==> src/rtl/sr_cfg_sequencer_pkg.sv <==
// sr_cfg_sequencer shared types and constants.
// State encoding plus default widths and derived limits.
package sr_cfg_sequencer_pkg;

  typedef enum logic [2:0] {
    S_IDLE,
    S_START1,
    S_WAIT1,
    S_START2,
    S_WAIT2,
    S_COUNT,
    S_RESP
  } state_t;

  localparam int SR_WIDTH     = 170;
  localparam int SR_CNT_WIDTH = 8;
  localparam int SR_TO_WIDTH  = 16;

  localparam int SR_ERR_WIDTH = SR_CNT_WIDTH + 1;

  localparam logic [SR_TO_WIDTH-1:0] SR_TO_MAX = '1;

endpackage

==> src/rtl/sr_cfg_sequencer_if.sv <==
// Host command/response and Top_SR bundle for sr_cfg_sequencer.
// slave: sequencer side; master: host plus Top_SR side.
interface sr_cfg_sequencer_if
  import sr_cfg_sequencer_pkg::*;
#(
  parameter int WIDTH     = SR_WIDTH,
  parameter int CNT_WIDTH = SR_CNT_WIDTH
);

  logic                 cmd_valid;
  logic                 cmd_ready;
  logic [WIDTH-1:0]     cmd_data;
  logic                 cmd_verify;

  logic                 sr_start;
  logic [WIDTH-1:0]     sr_din;
  logic                 sr_valid;
  logic [WIDTH-1:0]     sr_dout;

  logic                 rsp_valid;
  logic                 rsp_ready;
  logic [WIDTH-1:0]     rsp_old;
  logic                 rsp_match;
  logic [CNT_WIDTH:0]   rsp_err_cnt;
  logic                 rsp_timeout;

  modport slave (
    input  cmd_valid, cmd_data, cmd_verify,
    input  sr_valid, sr_dout, rsp_ready,
    output cmd_ready, sr_start, sr_din,
    output rsp_valid, rsp_old, rsp_match,
    output rsp_err_cnt, rsp_timeout
  );

  modport master (
    output cmd_valid, cmd_data, cmd_verify,
    output sr_valid, sr_dout, rsp_ready,
    input  cmd_ready, sr_start, sr_din,
    input  rsp_valid, rsp_old, rsp_match,
    input  rsp_err_cnt, rsp_timeout
  );

endinterface

==> src/rtl/sr_seq_bitcount.sv <==
// Serial popcount: load a word, then one bit per step.
// Ports: clk, rst, load/data, step, last (final bit now), cnt.
module sr_seq_bitcount
  import sr_cfg_sequencer_pkg::*;
#(
  parameter int WIDTH     = SR_WIDTH,
  parameter int CNT_WIDTH = SR_CNT_WIDTH
) (
  input  logic                 clk,
  input  logic                 rst,
  input  logic                 load,
  input  logic [WIDTH-1:0]     data,
  input  logic                 step,
  output logic                 last,
  output logic [CNT_WIDTH:0]   cnt
);

  logic [WIDTH-1:0]     diff_q, diff_d;
  logic [CNT_WIDTH-1:0] idx_q, idx_d;
  logic [CNT_WIDTH:0]   cnt_q, cnt_d;

  always_ff @(posedge clk) begin
    if (rst) begin
      diff_q <= '0;
      idx_q  <= '0;
      cnt_q  <= '0;
    end else begin
      diff_q <= diff_d;
      idx_q  <= idx_d;
      cnt_q  <= cnt_d;
    end
  end

  // The word shifts right so bit idx_q is always at diff_q[0].
  always_comb begin
    diff_d = diff_q;
    idx_d  = idx_q;
    cnt_d  = cnt_q;
    if (load) begin
      diff_d = data;
      idx_d  = '0;
      cnt_d  = '0;
    end else if (step) begin
      diff_d = diff_q >> 1;
      idx_d  = idx_q + CNT_WIDTH'(1);
      cnt_d  = cnt_q + (CNT_WIDTH + 1)'(diff_q[0]);
    end
  end

  assign last = (idx_q == CNT_WIDTH'(WIDTH - 1));
  assign cnt  = cnt_q;

endmodule

==> src/rtl/sr_cfg_sequencer.sv <==
// One Top_SR config transaction per host command, optional verify.
// Ports: clk, rst (sync, high), bus (slave). Macro SR_SEQ_ERRCNT_EN.
module sr_cfg_sequencer
  import sr_cfg_sequencer_pkg::*;
#(
  parameter int WIDTH     = SR_WIDTH,
  parameter int CNT_WIDTH = SR_CNT_WIDTH,
  parameter int TO_WIDTH  = SR_TO_WIDTH
) (
  input logic               clk,
  input logic               rst,
  sr_cfg_sequencer_if.slave bus
);

  localparam logic [TO_WIDTH-1:0] TO_MAX = '1;

  state_t              state_q, state_d;
  logic [WIDTH-1:0]    din_q, din_d;
  logic                verify_q, verify_d;
  logic [WIDTH-1:0]    old_q, old_d;
  logic                match_q, match_d;
  logic                tmo_q, tmo_d;
  logic [TO_WIDTH-1:0] tcnt_q, tcnt_d;
  logic [TO_WIDTH-1:0] tcnt_inc;
  logic                sv_q;
  logic                sv_rise;

`ifdef SR_SEQ_ERRCNT_EN
  localparam int EW = CNT_WIDTH + 1;

  logic             bc_load;
  logic             bc_step;
  logic             bc_last;
  logic [WIDTH-1:0] bc_data;
  logic [EW-1:0]    bc_cnt;

  sr_seq_bitcount #(
    .WIDTH     (WIDTH),
    .CNT_WIDTH (CNT_WIDTH)
  ) u_bitcount (
    .clk  (clk),
    .rst  (rst),
    .load (bc_load),
    .data (bc_data),
    .step (bc_step),
    .last (bc_last),
    .cnt  (bc_cnt)
  );
`endif

  always_ff @(posedge clk) begin
    if (rst) begin
      state_q  <= S_IDLE;
      din_q    <= '0;
      verify_q <= 1'b0;
      old_q    <= '0;
      match_q  <= 1'b0;
      tmo_q    <= 1'b0;
      tcnt_q   <= '0;
      sv_q     <= 1'b0;
    end else begin
      state_q  <= state_d;
      din_q    <= din_d;
      verify_q <= verify_d;
      old_q    <= old_d;
      match_q  <= match_d;
      tmo_q    <= tmo_d;
      tcnt_q   <= tcnt_d;
      sv_q     <= bus.sr_valid;
    end
  end

  // A level still high from the last shift must not count.
  assign sv_rise  = bus.sr_valid & ~sv_q;
  assign tcnt_inc = tcnt_q + TO_WIDTH'(1);

  always_comb begin
    state_d  = state_q;
    din_d    = din_q;
    verify_d = verify_q;
    old_d    = old_q;
    match_d  = match_q;
    tmo_d    = tmo_q;
    tcnt_d   = tcnt_q;
`ifdef SR_SEQ_ERRCNT_EN
    bc_load  = 1'b0;
    bc_step  = 1'b0;
    bc_data  = '0;
`endif
    unique case (state_q)
      S_IDLE: begin
        if (bus.cmd_valid) begin
          din_d    = bus.cmd_data;
          verify_d = bus.cmd_verify;
          match_d  = 1'b0;
          tmo_d    = 1'b0;
`ifdef SR_SEQ_ERRCNT_EN
          // Loading zero clears the previous error count.
          bc_load  = 1'b1;
`endif
          state_d  = S_START1;
        end
      end
      S_START1: begin
        tcnt_d  = '0;
        state_d = S_WAIT1;
      end
      S_START2: begin
        tcnt_d  = '0;
        state_d = S_WAIT2;
      end
      S_WAIT1: begin
        if (sv_rise) begin
          old_d   = bus.sr_dout;
          state_d = verify_q ? S_START2 : S_RESP;
        end else if (tcnt_inc == TO_MAX) begin
          tcnt_d  = tcnt_inc;
          tmo_d   = 1'b1;
          state_d = S_RESP;
        end else begin
          tcnt_d  = tcnt_inc;
        end
      end
      S_WAIT2: begin
        if (sv_rise) begin
          match_d = ((bus.sr_dout ^ din_q) == '0);
`ifdef SR_SEQ_ERRCNT_EN
          bc_load = 1'b1;
          bc_data = bus.sr_dout ^ din_q;
          state_d = S_COUNT;
`else
          state_d = S_RESP;
`endif
        end else if (tcnt_inc == TO_MAX) begin
          tcnt_d  = tcnt_inc;
          tmo_d   = 1'b1;
          state_d = S_RESP;
        end else begin
          tcnt_d  = tcnt_inc;
        end
      end
`ifdef SR_SEQ_ERRCNT_EN
      S_COUNT: begin
        bc_step = 1'b1;
        if (bc_last) begin
          state_d = S_RESP;
        end
      end
`endif
      S_RESP: begin
        if (bus.rsp_ready) begin
          state_d = S_IDLE;
        end
      end
      default: state_d = S_IDLE;
    endcase
  end

  always_comb begin
    bus.cmd_ready   = (state_q == S_IDLE);
    bus.sr_start    = (state_q == S_START1) |
                      (state_q == S_START2);
    bus.sr_din      = din_q;
    bus.rsp_valid   = (state_q == S_RESP);
    bus.rsp_old     = old_q;
    bus.rsp_match   = match_q;
    bus.rsp_timeout = tmo_q;
`ifdef SR_SEQ_ERRCNT_EN
    bus.rsp_err_cnt = bc_cnt;
`else
    bus.rsp_err_cnt = {(CNT_WIDTH + 1){1'b0}};
`endif
  end

endmodule

==> src/flat_wrapper.sv <==
// flat-port wrapper written by rule: the top's interface ports become plain ports
module sr_cfg_sequencer_flat import sr_cfg_sequencer_pkg::*;
#(
  parameter int WIDTH     = SR_WIDTH,
  parameter int CNT_WIDTH = SR_CNT_WIDTH,
  parameter int TO_WIDTH  = SR_TO_WIDTH
)
  (clk, rst, bus_cmd_valid, bus_cmd_data, bus_cmd_verify, bus_sr_valid, bus_sr_dout, bus_rsp_ready, bus_cmd_ready, bus_sr_start, bus_sr_din, bus_rsp_valid, bus_rsp_old, bus_rsp_match, bus_rsp_err_cnt, bus_rsp_timeout);
  sr_cfg_sequencer_if #(.WIDTH(WIDTH), .CNT_WIDTH(CNT_WIDTH)) bus_i ();
  input logic clk;
  input logic rst;
  input wire logic [$bits(bus_i.cmd_valid)-1:0] bus_cmd_valid;
  input wire logic [$bits(bus_i.cmd_data)-1:0] bus_cmd_data;
  input wire logic [$bits(bus_i.cmd_verify)-1:0] bus_cmd_verify;
  input wire logic [$bits(bus_i.sr_valid)-1:0] bus_sr_valid;
  input wire logic [$bits(bus_i.sr_dout)-1:0] bus_sr_dout;
  input wire logic [$bits(bus_i.rsp_ready)-1:0] bus_rsp_ready;
  output wire logic [$bits(bus_i.cmd_ready)-1:0] bus_cmd_ready;
  output wire logic [$bits(bus_i.sr_start)-1:0] bus_sr_start;
  output wire logic [$bits(bus_i.sr_din)-1:0] bus_sr_din;
  output wire logic [$bits(bus_i.rsp_valid)-1:0] bus_rsp_valid;
  output wire logic [$bits(bus_i.rsp_old)-1:0] bus_rsp_old;
  output wire logic [$bits(bus_i.rsp_match)-1:0] bus_rsp_match;
  output wire logic [$bits(bus_i.rsp_err_cnt)-1:0] bus_rsp_err_cnt;
  output wire logic [$bits(bus_i.rsp_timeout)-1:0] bus_rsp_timeout;
  assign bus_i.cmd_valid = bus_cmd_valid;
  assign bus_i.cmd_data = bus_cmd_data;
  assign bus_i.cmd_verify = bus_cmd_verify;
  assign bus_i.sr_valid = bus_sr_valid;
  assign bus_i.sr_dout = bus_sr_dout;
  assign bus_i.rsp_ready = bus_rsp_ready;
  assign bus_cmd_ready = bus_i.cmd_ready;
  assign bus_sr_start = bus_i.sr_start;
  assign bus_sr_din = bus_i.sr_din;
  assign bus_rsp_valid = bus_i.rsp_valid;
  assign bus_rsp_old = bus_i.rsp_old;
  assign bus_rsp_match = bus_i.rsp_match;
  assign bus_rsp_err_cnt = bus_i.rsp_err_cnt;
  assign bus_rsp_timeout = bus_i.rsp_timeout;
  sr_cfg_sequencer #(.WIDTH(WIDTH), .CNT_WIDTH(CNT_WIDTH), .TO_WIDTH(TO_WIDTH)) u_core (.clk(clk), .rst(rst), .bus(bus_i));
endmodule
==> config.mk <==
export PLATFORM = sky130hd
export DESIGN_NAME = sr_cfg_sequencer_flat
export DESIGN_NICKNAME = d
export VERILOG_FILES = /design/src/rtl/sr_cfg_sequencer_pkg.sv /design/src/rtl/sr_cfg_sequencer_if.sv /design/src/rtl/sr_seq_bitcount.sv /design/src/rtl/sr_cfg_sequencer.sv /design/src/flat_wrapper.sv
export SDC_FILE = /design/constraint.sdc
export NUM_CORES = 1
export LEC_CHECK = 0
export CAP_MARGIN = 10
export CORE_AREA = 2 2 272 274
export DETAILED_ROUTE_END_ITERATION = 12
export DIE_AREA = 0 0 274 276
export MAX_ROUTING_LAYER = met4
export PLACE_DENSITY_LB_ADDON = 0.2
export SLEW_MARGIN = 10
export SYNTH_ARGS = -nofsm -noshare
export SYNTH_HDL_FRONTEND = slang
export SYNTH_HIERARCHICAL = 1
export SYNTH_SLANG_ARGS = --single-unit
==> constraint.sdc <==
create_clock -name clk -period 2.1 [get_ports clk]
set_clock_uncertainty 0.05 [all_clocks]
set_input_delay 0.42 -clock clk [delete_from_list [all_inputs] [get_ports clk]]
set_output_delay 0.42 -clock clk [all_outputs]
set_load 0.1 [all_outputs]
* Yosys cells after proc, flatten, opt, wreduce, memory -nomap -nowiden
Index checks and enable logic that the tools add are counted.
Cells by class: add/sub/neg operators 1, eq/ne operators 11, multiplexer cells 15, bitwise logic cells 4, reduce and logical (&&, ||, !) cells 13
Operators by type and width (number):
- zero test 170 bit | 1
- XOR 170 bit | 1
- case mux 16 bit (2 select lines) | 1
- 2-to-1 mux 3 bit | 6
- case mux 3 bit (6 select lines) | 1
- adder 16 x 1 -> 16 bit, second input constant | 1
- == test 16 bit, second input constant | 1
- 2-to-1 mux 16 bit | 1
- AND reduction 2 bit | 4
- == test 3 x 2 -> 1 bit, second input constant | 2
- == test 3 bit, second input constant | 2
- inequality test 2 bit, second input constant | 3
- nonzero test 2 bit | 3
- 2-to-1 mux 1 bit | 4
- inequality test 2 x 1 -> 1 bit, second input constant | 2
- case mux 1 bit (2 select lines) | 2
- AND reduction 4 bit | 1
- OR reduction 2 bit | 2
- == test 3 x 1 -> 1 bit, second input constant | 1
- zero test 3 bit | 1
- AND reduction 3 bit | 1
- AND 1 bit | 1
- inverter 1 bit | 1
- bitwise OR 1 bit | 1
Storage, ports and cells: register bits after elaboration 363, input port bits 346, output and inout port bits 354, logic and storage cells 52

* Depth between registers and ports, before layout
Gate-level depths: netlist of run 1.
depth after elaboration 5, mapped depth 8

* Worst setup path before layout of run 1
Ideal clock, no wire load.
path kind register to output, from reg u_core.state_q[2], to out bus_cmd_ready, data arrival time 2667 ps, setup slack -1037 ps, stages on the path, launching flop included 3, cells stage by stage dfxtp_1 -> buf_1 -> nor3_1
On the way: longest elaborated chain between the ends 1
Ends and longest elaborated chain:
- start, declared | RTL line sr_cfg_sequencer.sv:17 | state_t state_q, state_d;
- start signal, assigned | RTL line sr_cfg_sequencer.sv:62 | state_q <= state_d;
- zero test 3 bit | RTL line sr_cfg_sequencer.sv:160 | bus.cmd_ready = (state_q == S_IDLE);
- end, declared | RTL line flat_wrapper.sv:18 | output wire logic [$bits(bus_i.cmd_ready)-1:0] bus_cmd_ready;
Every way passes these cells.

* Worst setup path after layout of run 1
from reg u_core.tcnt_q[1], to reg u_core.tmo_q, in the netlist u_core/bus.rsp_timeout
On the way: longest elaborated chain between the ends 4
Ends and longest elaborated chain:
- start, declared | RTL line sr_cfg_sequencer.sv:23 | logic [TO_WIDTH-1:0] tcnt_q, tcnt_d;
- start signal, assigned | RTL line sr_cfg_sequencer.sv:68 | tcnt_q <= tcnt_d;
- adder 16 x 1 -> 16 bit | RTL line sr_cfg_sequencer.sv:75 | assign tcnt_inc = tcnt_q + TO_WIDTH'(1);
- == test 16 bit | RTL line sr_cfg_sequencer.sv:116, sr_cfg_sequencer.sv:134
- inequality test 2 x 1 -> 1 bit (no line)
- AND reduction 4 bit (no line)
- end signal, assigned | RTL line sr_cfg_sequencer.sv:67 | tmo_q <= tmo_d;
- end, declared | RTL line sr_cfg_sequencer.sv:22 | logic tmo_q, tmo_d;
Every way passes these cells. A chain may end at the register's enable or synchronous reset.

==> results of run 1 <==
## area by class of cell
| class | instances | area share [%] |
|---|---|---|
| repair buffers | 884 | 32.1 |
| flip-flops and latches | 363 | 28.7 |
| multi-input cells | 1399 | 28.3 |
| clock buffers | 66 | 5.34 |
| well taps | 959 | 4.72 |
| clock inverters | 14 | 0.778 |
| diodes | 10 | 0.0985 |
| inverters | 2 | 0.0296 |
## power by group through the flow
stage               clock network, mW  registers [mW]  logic [mW]
finish                           8.24            7.94        9.37
global route                     8.76            8.01        9.76
CTS                              8.49            7.94        9.48
detailed placement                  0            8.08        9.41
global placement                    0            8.07        9.40
floorplan                           0            11.6        1.91
## state kept, by name, summed over array words and instances, names as in the netlist
| register | count |
|---|---|
| u_core/bus.rsp_match | 1 |
| u_core/bus.rsp_old | 170 |
| u_core/bus.rsp_timeout | 1 |
| u_core/bus.sr_din | 170 |
| u_core/state_q | 3 |
| u_core/sv_q | 1 |
| u_core/tcnt_q | 16 |
| u_core/verify_q | 1 |
## metrics by stage
stage	utilization (%)	power, mW	hold slack, ns	instance area [um^2]	setup slack (ns)
after floorplan	-	13.6	0.400	14800	-0.182
after global placement	32.6	17.5	0.394	23700	-1.19
after detailed placement	32.6	17.5	0.397	23700	-1.08
after CTS	34.9	25.9	0.305	25300	-0.0476
after global routing	35.0	26.5	0.330	25400	-0.118
final	35.0	25.6	0.351	25400	-0.0392
## repair_timing
action	in CTS	in global routing
gates resized for setup	22	5
setup endpoints to repair	6	6
buffers inserted	0	1
endpoints found under the hold margin	0	0
pin swaps	6	3
## worst min-delay path, delay by kind of cell
| family | cells | cell delay (ns) |
|---|---|---|
| AND/OR/NAND/NOR | 1 | 0.05 |
| buffers and inverters | 1 | 0.39 |
| AO/OA/AOI/OAI | 1 | 0.05 |
## final timing paths
check	startpoint	end	slack, ns	cells after the start
worst max register to register	u_core/tcnt_q[1]	u_core/bus.rsp_timeout	-0.04	7
worst max-delay path	u_core/tcnt_q[1]	u_core/bus.rsp_timeout	-0.04	7
worst min-delay path	bus_cmd_data[1]	u_core/bus.sr_din[1]	0.35	3
worst min register to register	u_core/bus.rsp_old[75]	u_core/bus.rsp_old[75]	0.40	2
## placed cells by master, fill, tap and decap left out, types with 3 or more instances in the layout
master,instances
nor2_1,18
xor2_1,114
o21ai_0,10
nor2b_1,4
conb_1,9
clkbuf_1,6
clkinv_2,8
nor4_1,24
nand2_1,694
nand4_1,26
a22oi_1,4
and3_1,5
a31oi_1,4
diode_2,10
clkdlybuf4s50_1,344
clkbuf_8,15
dfxtp_1,358
buf_4,487
nor4_2,8
nand3_1,5
buf_12,51
a21oi_1,355
dfxtp_4,3
a311oi_1,3
clkbuf_16,45
xnor2_1,60
bufinv_16,5
nor3_1,8
## routing by layer
metal,global-route usage (%),vias to the layer above
met5,-,-
met3,4.03,85
met4,5.84,0
met2,36.2,567
met1,24.7,7626
li1,-,7818
## cells by family (layout without fill, tap and decap cells)
logic type | count (synthesis) | in the layout
multiplexers | 1 | 1
buffers and inverters | 134 | 966
adder cells (fa/ha/maj) | 2 | 2
AO/OA/AOI/OAI | 392 | 392
AND/OR/NAND/NOR | 820 | 820
flip-flops | 363 | 363
XOR/XNOR | 175 | 175
other | 1 | 19
==> impl_metrics.env, run 1 <==
export IMPL_fp_dieArea_um2=75600
export IMPL_ir_drop_mv=0.618
export IMPL_finalSetupTns_ns=-0.0545
export IMPL_path_class="reg2reg"
export IMPL_avgSynthCellArea_um2=7.82
export IMPL_start_util_pct=20.3
export IMPL_syn2layout_area_growth_pct=72.0
export IMPL_antenna_found_initial=10
export IMPL_yosys_area_share_simple_pct=22.6
export IMPL_wl_met2_um=40900
export IMPL_first_iter_violations=975
export IMPL_core_um2=72600
export IMPL_cap_violations=0
export IMPL_p_leak_nw=10.1
export IMPL_cts_tree="done"
export IMPL_critPathLaunchType="register"
export IMPL_ios=700
export IMPL_synthAdderAreaFrac_pct=0.169
export IMPL_fin_nets=3042
export IMPL_wirelength_met1_um=33400
export IMPL_synth_top_family_by_area="simple AND/OR/NAND/NOR gates"
export IMPL_hold_violations=0
export IMPL_viasPerCell=4.35
export IMPL_row_count=99
export IMPL_syn_area_um2=14800
export IMPL_tightestPinTransition_ns=0.975
export IMPL_placed_cells=3606
export IMPL_routed_top_layer="met4"
export IMPL_clkTransAtPathRegs_ns=0.06
export IMPL_critPathSlowestCell="or3_4"
export IMPL_switchingPower_mw=10.3
export IMPL_violations="setup timing"
export IMPL_cts_root_buf="clkbuf_16"
export IMPL_cp_arrival_ns=2.57
export IMPL_synth_common_cells="nand2_1, dfxtp_1, a21oi_1"
export IMPL_drv_slew=0
export IMPL_p_comb_share_pct=36.7
export IMPL_wl_per_cell_um=21.9
export IMPL_synth_top_area_share_pct=49.2
export IMPL_dr_pass1_iters=5
export IMPL_power_density_nw_per_um2=1010
export IMPL_synth_distinct_cells=46
export IMPL_crit_top_cell="or3_4"
export IMPL_fmax_mhz=467
export IMPL_min_period_over_period_pct=102
export IMPL_fin_cells=3697
export IMPL_grt_pass1_wl_um=112000
export IMPL_multi_input_area_um2=7190
export IMPL_ctsHtreeMaxLevel=2
export IMPL_antenna_left=0
export IMPL_worstSetupEndpointType="register"
export IMPL_drc=0
export IMPL_yosysMostFrequentCell="nand2_1"
export IMPL_yosys_warnings=6
export IMPL_grt_max_degree=159
export IMPL_swShare_pct=40.4
export IMPL_gr_total_overflow=0
export IMPL_netlist_instances=1888
export IMPL_worst_slack_ns=-0.0392
export IMPL_clock_path_buffers=3
export IMPL_grt_pass1_vias=15900
export IMPL_cp_data_required_time_ns=2.53
export IMPL_worst_path_buf_inv=0
export IMPL_p_seq_share_pct=31.1
export IMPL_hold_path_class="in2reg"
export IMPL_synthMuxAreaShare_pct=0.0678
export IMPL_drive_gt1_share_pct=23.7
export IMPL_port_buffers=690
export IMPL_cts_buffers_inserted=44
export IMPL_yosys_area_top_type="dfxtp_1"
export IMPL_cp_top_family="simple AND/OR/NAND/NOR gates"
export IMPL_hold_buffers=0
export IMPL_fillers=7606
export IMPL_rsz0062_at_grt="yes"
export IMPL_via_count=16100
export IMPL_setup_viol=2
export IMPL_synth_xor_area_share_pct=10.4
export IMPL_cpPeakStageDelay_ns=0.38
export IMPL_ys_seq_area_share_pct=49.2
export IMPL_dp_hpwl_um=64400
export IMPL_ys_flop_type="dfxtp_1"
export IMPL_synthArstFlopShare_pct=0
export IMPL_synth_edf_count=0
export IMPL_wirelength_um=81100
export IMPL_relSlewSlack_pct=34.8
export IMPL_met3_length_um=4830
export IMPL_grt_total_usage_pct=21.0
export IMPL_synth_compound_area_share_pct=13.9
export IMPL_place_gp_congestion=0.889
export IMPL_path_max_fanout=2
export IMPL_clockPowerShare_pct=32.3
export IMPL_p_int_mw=15.2
export IMPL_ys_ff_latch=363
export IMPL_die_w_um=274
export IMPL_path_cells="ha_4, nand3_4, or3_4, a2111oi_4, nand4_1, or3_4, o31ai_2"
export IMPL_cts_sinks=363
export IMPL_fin_crit_ns=2.14
export IMPL_outcome="finished, violations left"
export IMPL_seq_area_um2=7280
export IMPL_clk_insertion_delay_late_ns=0.56
export IMPL_synth_area_leaders="dfxtp_1, nand2_1, a21oi_1"
export IMPL_die_h_um=276
(Power assumes the default switching activity.)
==> run 2, diff against run 1 <==
--- a/config.mk
+++ b/config.mk
@@ -11,6 +11,7 @@
 export DIE_AREA = 0 0 274 276
 export MAX_ROUTING_LAYER = met4
 export PLACE_DENSITY_LB_ADDON = 0.2
+export SKIP_LAST_GASP = 1
 export SLEW_MARGIN = 10
 export SYNTH_ARGS = -nofsm -noshare
 export SYNTH_HDL_FRONTEND = slang
==> impl_metrics.env, run 2 (same netlist as run 1, synthesis figures left out) <==
export IMPL_outcome="finished, violations left"
export IMPL_violations="setup timing"
export IMPL_first_iter_violations=975
export IMPL_critPathLaunchType="register"
export IMPL_path_class="reg2reg"
export IMPL_grt_pass1_wl_um=112000
export IMPL_start_util_pct=20.3
export IMPL_hold_path_class="in2reg"
export IMPL_ir_drop_mv=0.618
export IMPL_layout_common_cells="nand2_1, buf_4, dfxtp_1, a21oi_1, clkdlybuf4s50_1"
export IMPL_dpl_cell_area_um2=23700
export IMPL_gr_total_overflow=0
export IMPL_clk_insertion_delay_late_ns=0.56
export IMPL_via_count=16100
export IMPL_fin_crit_ns=2.14
export IMPL_antenna_found_initial=10
export IMPL_min_from="bus_cmd_data[1]"
export IMPL_port_buffers=690
export IMPL_core_um2=72600
export IMPL_drv_slew=0
export IMPL_path_max_fanout=2
export IMPL_viasPerCell=4.35
export IMPL_dr_pass1_iters=5
export IMPL_setup_viol=2
export IMPL_seq_area_um2=7280
export IMPL_cap_violations=0
export IMPL_relSlewSlack_pct=34.6
export IMPL_die_h_um=276
export IMPL_r2r_start="u_core/tcnt_q[1]"
export IMPL_hold_violations=0
export IMPL_rsz0062_at_grt="yes"
export IMPL_worst_slack_ns=-0.0392
export IMPL_drc=0
export IMPL_reg2reg_slack_ns=-0.04
export IMPL_grt_max_degree=159
export IMPL_dp_hpwl_um=64400
export IMPL_cp_arrival_ns=2.57
export IMPL_cts_sinks=363
export IMPL_hold_buffers=0
export IMPL_place_gp_congestion=0.889
export IMPL_cp_data_required_time_ns=2.53
export IMPL_cts_root_buf="clkbuf_16"
export IMPL_min_period_over_period_pct=102
export IMPL_grt_total_usage_pct=21.0
export IMPL_ctsHtreeMaxLevel=2
export IMPL_tightestPinTransition_ns=0.977
export IMPL_die_w_um=274
export IMPL_clock_path_buffers=3
export IMPL_startpoint="u_core/tcnt_q[1]"
export IMPL_multi_input_area_um2=7180
export IMPL_grt_pass1_vias=15900
export IMPL_fmax_mhz=467
export IMPL_power_density_nw_per_um2=1010
export IMPL_holdWs_ns=0.351
export IMPL_fp_dieArea_um2=75600
export IMPL_worstSetupEndpointType="register"
export IMPL_wirelength_um=81100
export IMPL_drive_gt1_share_pct=23.7
export IMPL_place_ws_ns=-1.08
export IMPL_syn2layout_area_growth_pct=72.0
export IMPL_p_leak_nw=10.1
export IMPL_whs_path_depth=3
export IMPL_wl_per_cell_um=21.9
export IMPL_cts_buffers_inserted=44
export IMPL_post_route_cell_area_um2=25400
export IMPL_fillers=7608
export IMPL_r2r_cells=7
export IMPL_ios=700
export IMPL_cts_tree="done"
export IMPL_fin_nets=3042
export IMPL_clkTransAtPathRegs_ns=0.06
export IMPL_row_count=99
export IMPL_antenna_left=0
export IMPL_layout_commonest_cell="nand2_1"
## run 2: cell types whose count changed in the layout (fill, tap and decap cells not counted)
cell    change
nor4_1      +1
nor4_2      -1
## run 2: metal layers
layer  vias to the layer above  global-route usage (%)  share of wire [%]
li1                       7818                       -                  -
met2                       569                    36.2                 50
met3                        86                    4.03                6.0
met4                         0                    5.84                2.4
met1                      7622                    24.7                 41
met5                         -                       -                  0
## run 2: what timing repair did
item	in CTS	in global routing
pin swaps	5	3
buffers inserted	0	1
setup endpoints to repair	6	7
resized for setup	21	5
## run 2: worst paths after layout
kind / end
setup / recovery: u_core/bus.rsp_timeout
hold / removal: u_core/bus.sr_din[1]
setup reg to reg: u_core/bus.rsp_timeout
hold reg to reg: u_core/bus.rsp_old[75]
## run 2: critical path: stages (launching register included)
cell and delay, ns:
dfxtp_4 0.36, ha_4 0.15, nand3_4 0.07, or3_4 0.38
a2111oi_4 0.29, nand4_1 0.20, or3_4 0.38, o31ai_2 0.17
## run 2: power breakdown
group	switching, mW	total (mW)	leakage [nW]	internal [mW]
combinational	6.64	9.37	6.42	2.73
sequential	0.506	7.94	2.96	7.43
clock	3.19	8.24	0.772	5.05
## run 2: per-stage QoR
stage	total power, mW	cells	TNS, ns	util [%]
floorplan	13.6	1896	-0.334	-
global placement	17.5	3606	-41.89	32.6
finish	25.6	3697	-0.0545	35.0
CTS	25.9	3686	-0.0926	34.9
global route	26.5	3697	-0.404	35.0
detailed placement	17.5	3606	-49.60	32.6
## run 2: layout make-up
cell class	instances	area share, %
Antenna cell	10	0.0986
Clock buffer	66	5.34
Clock inverter	14	0.779
Inverter	2	0.0296
Multi-Input combinational cell	1399	28.3
Sequential cell	363	28.7
Tap cell	959	4.73
Timing Repair Buffer	884	32.1
==> run 3, diff against run 2 <==
--- a/config.mk
+++ b/config.mk
@@ -10,9 +10,9 @@
 export DETAILED_ROUTE_END_ITERATION = 12
 export DIE_AREA = 0 0 274 276
 export MAX_ROUTING_LAYER = met4
-export PLACE_DENSITY_LB_ADDON = 0.2
+export PLACE_DENSITY_LB_ADDON = 0.05
 export SKIP_LAST_GASP = 1
-export SLEW_MARGIN = 10
+export SLEW_MARGIN = 20
 export SYNTH_ARGS = -nofsm -noshare
 export SYNTH_HDL_FRONTEND = slang
 export SYNTH_HIERARCHICAL = 1
==> impl_metrics.env, run 3 (same netlist as run 1, synthesis figures left out) <==
export IMPL_ctsHtreeMaxLevel=2
export IMPL_antenna_found_initial=13
export IMPL_grt_pass1_wl_um=120000
export IMPL_syn2layout_area_growth_pct=70.2
export IMPL_path_cells="ha_4, nand3_4, or3_1, a2111oi_2, nand4_1, or3_4, o31ai_2"
export IMPL_cts_buffers_inserted=47
export IMPL_wirelength_um=87000
export IMPL_start_util_pct=20.3
export IMPL_p_total_mw=25.2
export IMPL_cp_top_family="simple AND/OR/NAND/NOR gates"
export IMPL_fp_dieArea_um2=75600
export IMPL_gr_total_overflow=0
export IMPL_cts_sinks=363
export IMPL_wl_per_cell_um=23.8
export IMPL_place_gp_congestion=0.869
export IMPL_violations="setup timing"
export IMPL_dp_hpwl_um=68300
export IMPL_hold_path_class="in2reg"
export IMPL_fin_crit_ns=2.11
export IMPL_viasPerCell=4.34
export IMPL_min_period_over_period_pct=100
export IMPL_fmax_mhz=475
export IMPL_cp_data_required_time_ns=2.54
export IMPL_cts_setup_buffers=0
export IMPL_cts_root_buf="clkbuf_16"
export IMPL_cts_tree="done"
export IMPL_path_max_fanout=2
export IMPL_grt_total_usage_pct=22.8
export IMPL_die_w_um=274
export IMPL_layout_commonest_cell="nand2_1"
export IMPL_drv_slew=0
export IMPL_hold_violations=0
export IMPL_layout_common_cells="nand2_1, buf_4, dfxtp_1, a21oi_1, clkdlybuf4s50_1"
export IMPL_clock_path_buffers=3
export IMPL_dr_pass1_iters=5
export IMPL_rsz0062_at_grt="yes"
export IMPL_placed_cells=3563
export IMPL_power_density_nw_per_um2=1000
export IMPL_via_count=15900
export IMPL_worst_slack_ns=-0.00695
export IMPL_cp_arrival_ns=2.54
export IMPL_critPathLaunchType="register"
export IMPL_p_leak_nw=9.91
export IMPL_path_class="reg2reg"
export IMPL_clk_insertion_delay_late_ns=0.56
export IMPL_drive_gt1_share_pct=22.4
export IMPL_cpPeakStageDelay_ns=0.40
export IMPL_core_um2=72600
export IMPL_worstSetupEndpointType="register"
export IMPL_antenna_left=0
export IMPL_worst_path_buf_inv=0
export IMPL_fin_nets=3001
export IMPL_grt_max_degree=143
export IMPL_drc=0
export IMPL_first_iter_violations=798
export IMPL_relSlewSlack_pct=35.0
export IMPL_grt_pass1_vias=16000
export IMPL_cap_violations=0
export IMPL_tightestPinTransition_ns=0.975
export IMPL_port_buffers=690
export IMPL_critPathSlowestCell="or3_4"
export IMPL_ir_drop_mv=0.596
export IMPL_outcome="finished, violations left"
export IMPL_fin_cells=3654
export IMPL_die_h_um=276
export IMPL_clkTransAtPathRegs_ns=0.06
export IMPL_row_count=99
export IMPL_setup_viol=1
export IMPL_fillers=7691
export IMPL_ios=700
## run 3: path summary, 6_finish.rpt
kind	start	depth (start not counted)	slack, ns	to
hold / removal	bus_cmd_data[161]	3	0.34	u_core/bus.sr_din[161]
hold reg to reg	u_core/bus.rsp_old[114]	2	0.40	u_core/bus.rsp_old[114]
setup / recovery	u_core/tcnt_q[1]	7	-0.007	u_core/bus.rsp_timeout
setup reg to reg	u_core/tcnt_q[1]	7	-0.007	u_core/bus.rsp_timeout
## run 3: layout make-up
class / count / area (um^2) / share of cell area, %
timing repair buffer: 840 / 7920 / 31.5
sequential: 363 / 7280 / 29.0
multi-input combinational: 1399 / 7240 / 28.8
clock buffer: 73 / 1420 / 5.64
tap: 959 / 1200 / 4.77
clock inverter: 6 / 33.8 / 0.134
antenna: 12 / 30.0 / 0.119
inverter: 2 / 7.51 / 0.0299
## run 3: timing repair
| item | CTS | global route |
|---|---|---|
| resized for setup | 24 | 13 |
| endpoints found under the setup margin | 6 | 7 |
| endpoints found under the hold margin | 5 | 0 |
| hold buffers | 1 | 0 |
| pin swaps | 5 | 6 |
## run 3: worst register-to-register path: cells and delay by family, from the launching register on
family,cells,cell delay [ns]
adders and majority gates,1,0.15
DFF,1,0.36
and+or+nand+nor,4,1.00
AOI/OAI and AO/OA,2,0.47
## run 3: through the flow
stage | setup slack [ns] | hold WS (ns) | instance area (um^2) | TNS [ns] | util, %
2_1_floorplan | -0.182 | 0.400 | 14800 | -0.334 | -
3_5_place_dp | -1.04 | 0.398 | 23400 | -53.32 | 32.3
4_1_cts | -0.0276 | 0.296 | 25000 | -0.0613 | 34.5
5_1_grt | -0.149 | 0.312 | 25100 | -0.385 | 34.6
6_report | -0.00695 | 0.338 | 25100 | -0.00695 | 34.6
3_3_place_gp | -1.04 | 0.393 | 23400 | -52.38 | 32.3
## run 3: power by group
group	leakage [nW]	internal (mW)	switching, mW
logic	6.23	2.69	6.68
clock network	0.716	4.59	3.28
registers	2.96	7.43	0.504
## run 3: routing by layer
layer / routed length, um / track usage, % / up-vias
met1: 35200 / 26.4 / 7541
met3: 5450 / 5.19 / 73
met5: 0 / - / -
li1: - / - / 7748
met2: 44800 / 40.1 / 505
met4: 1500 / 4.71 / 0
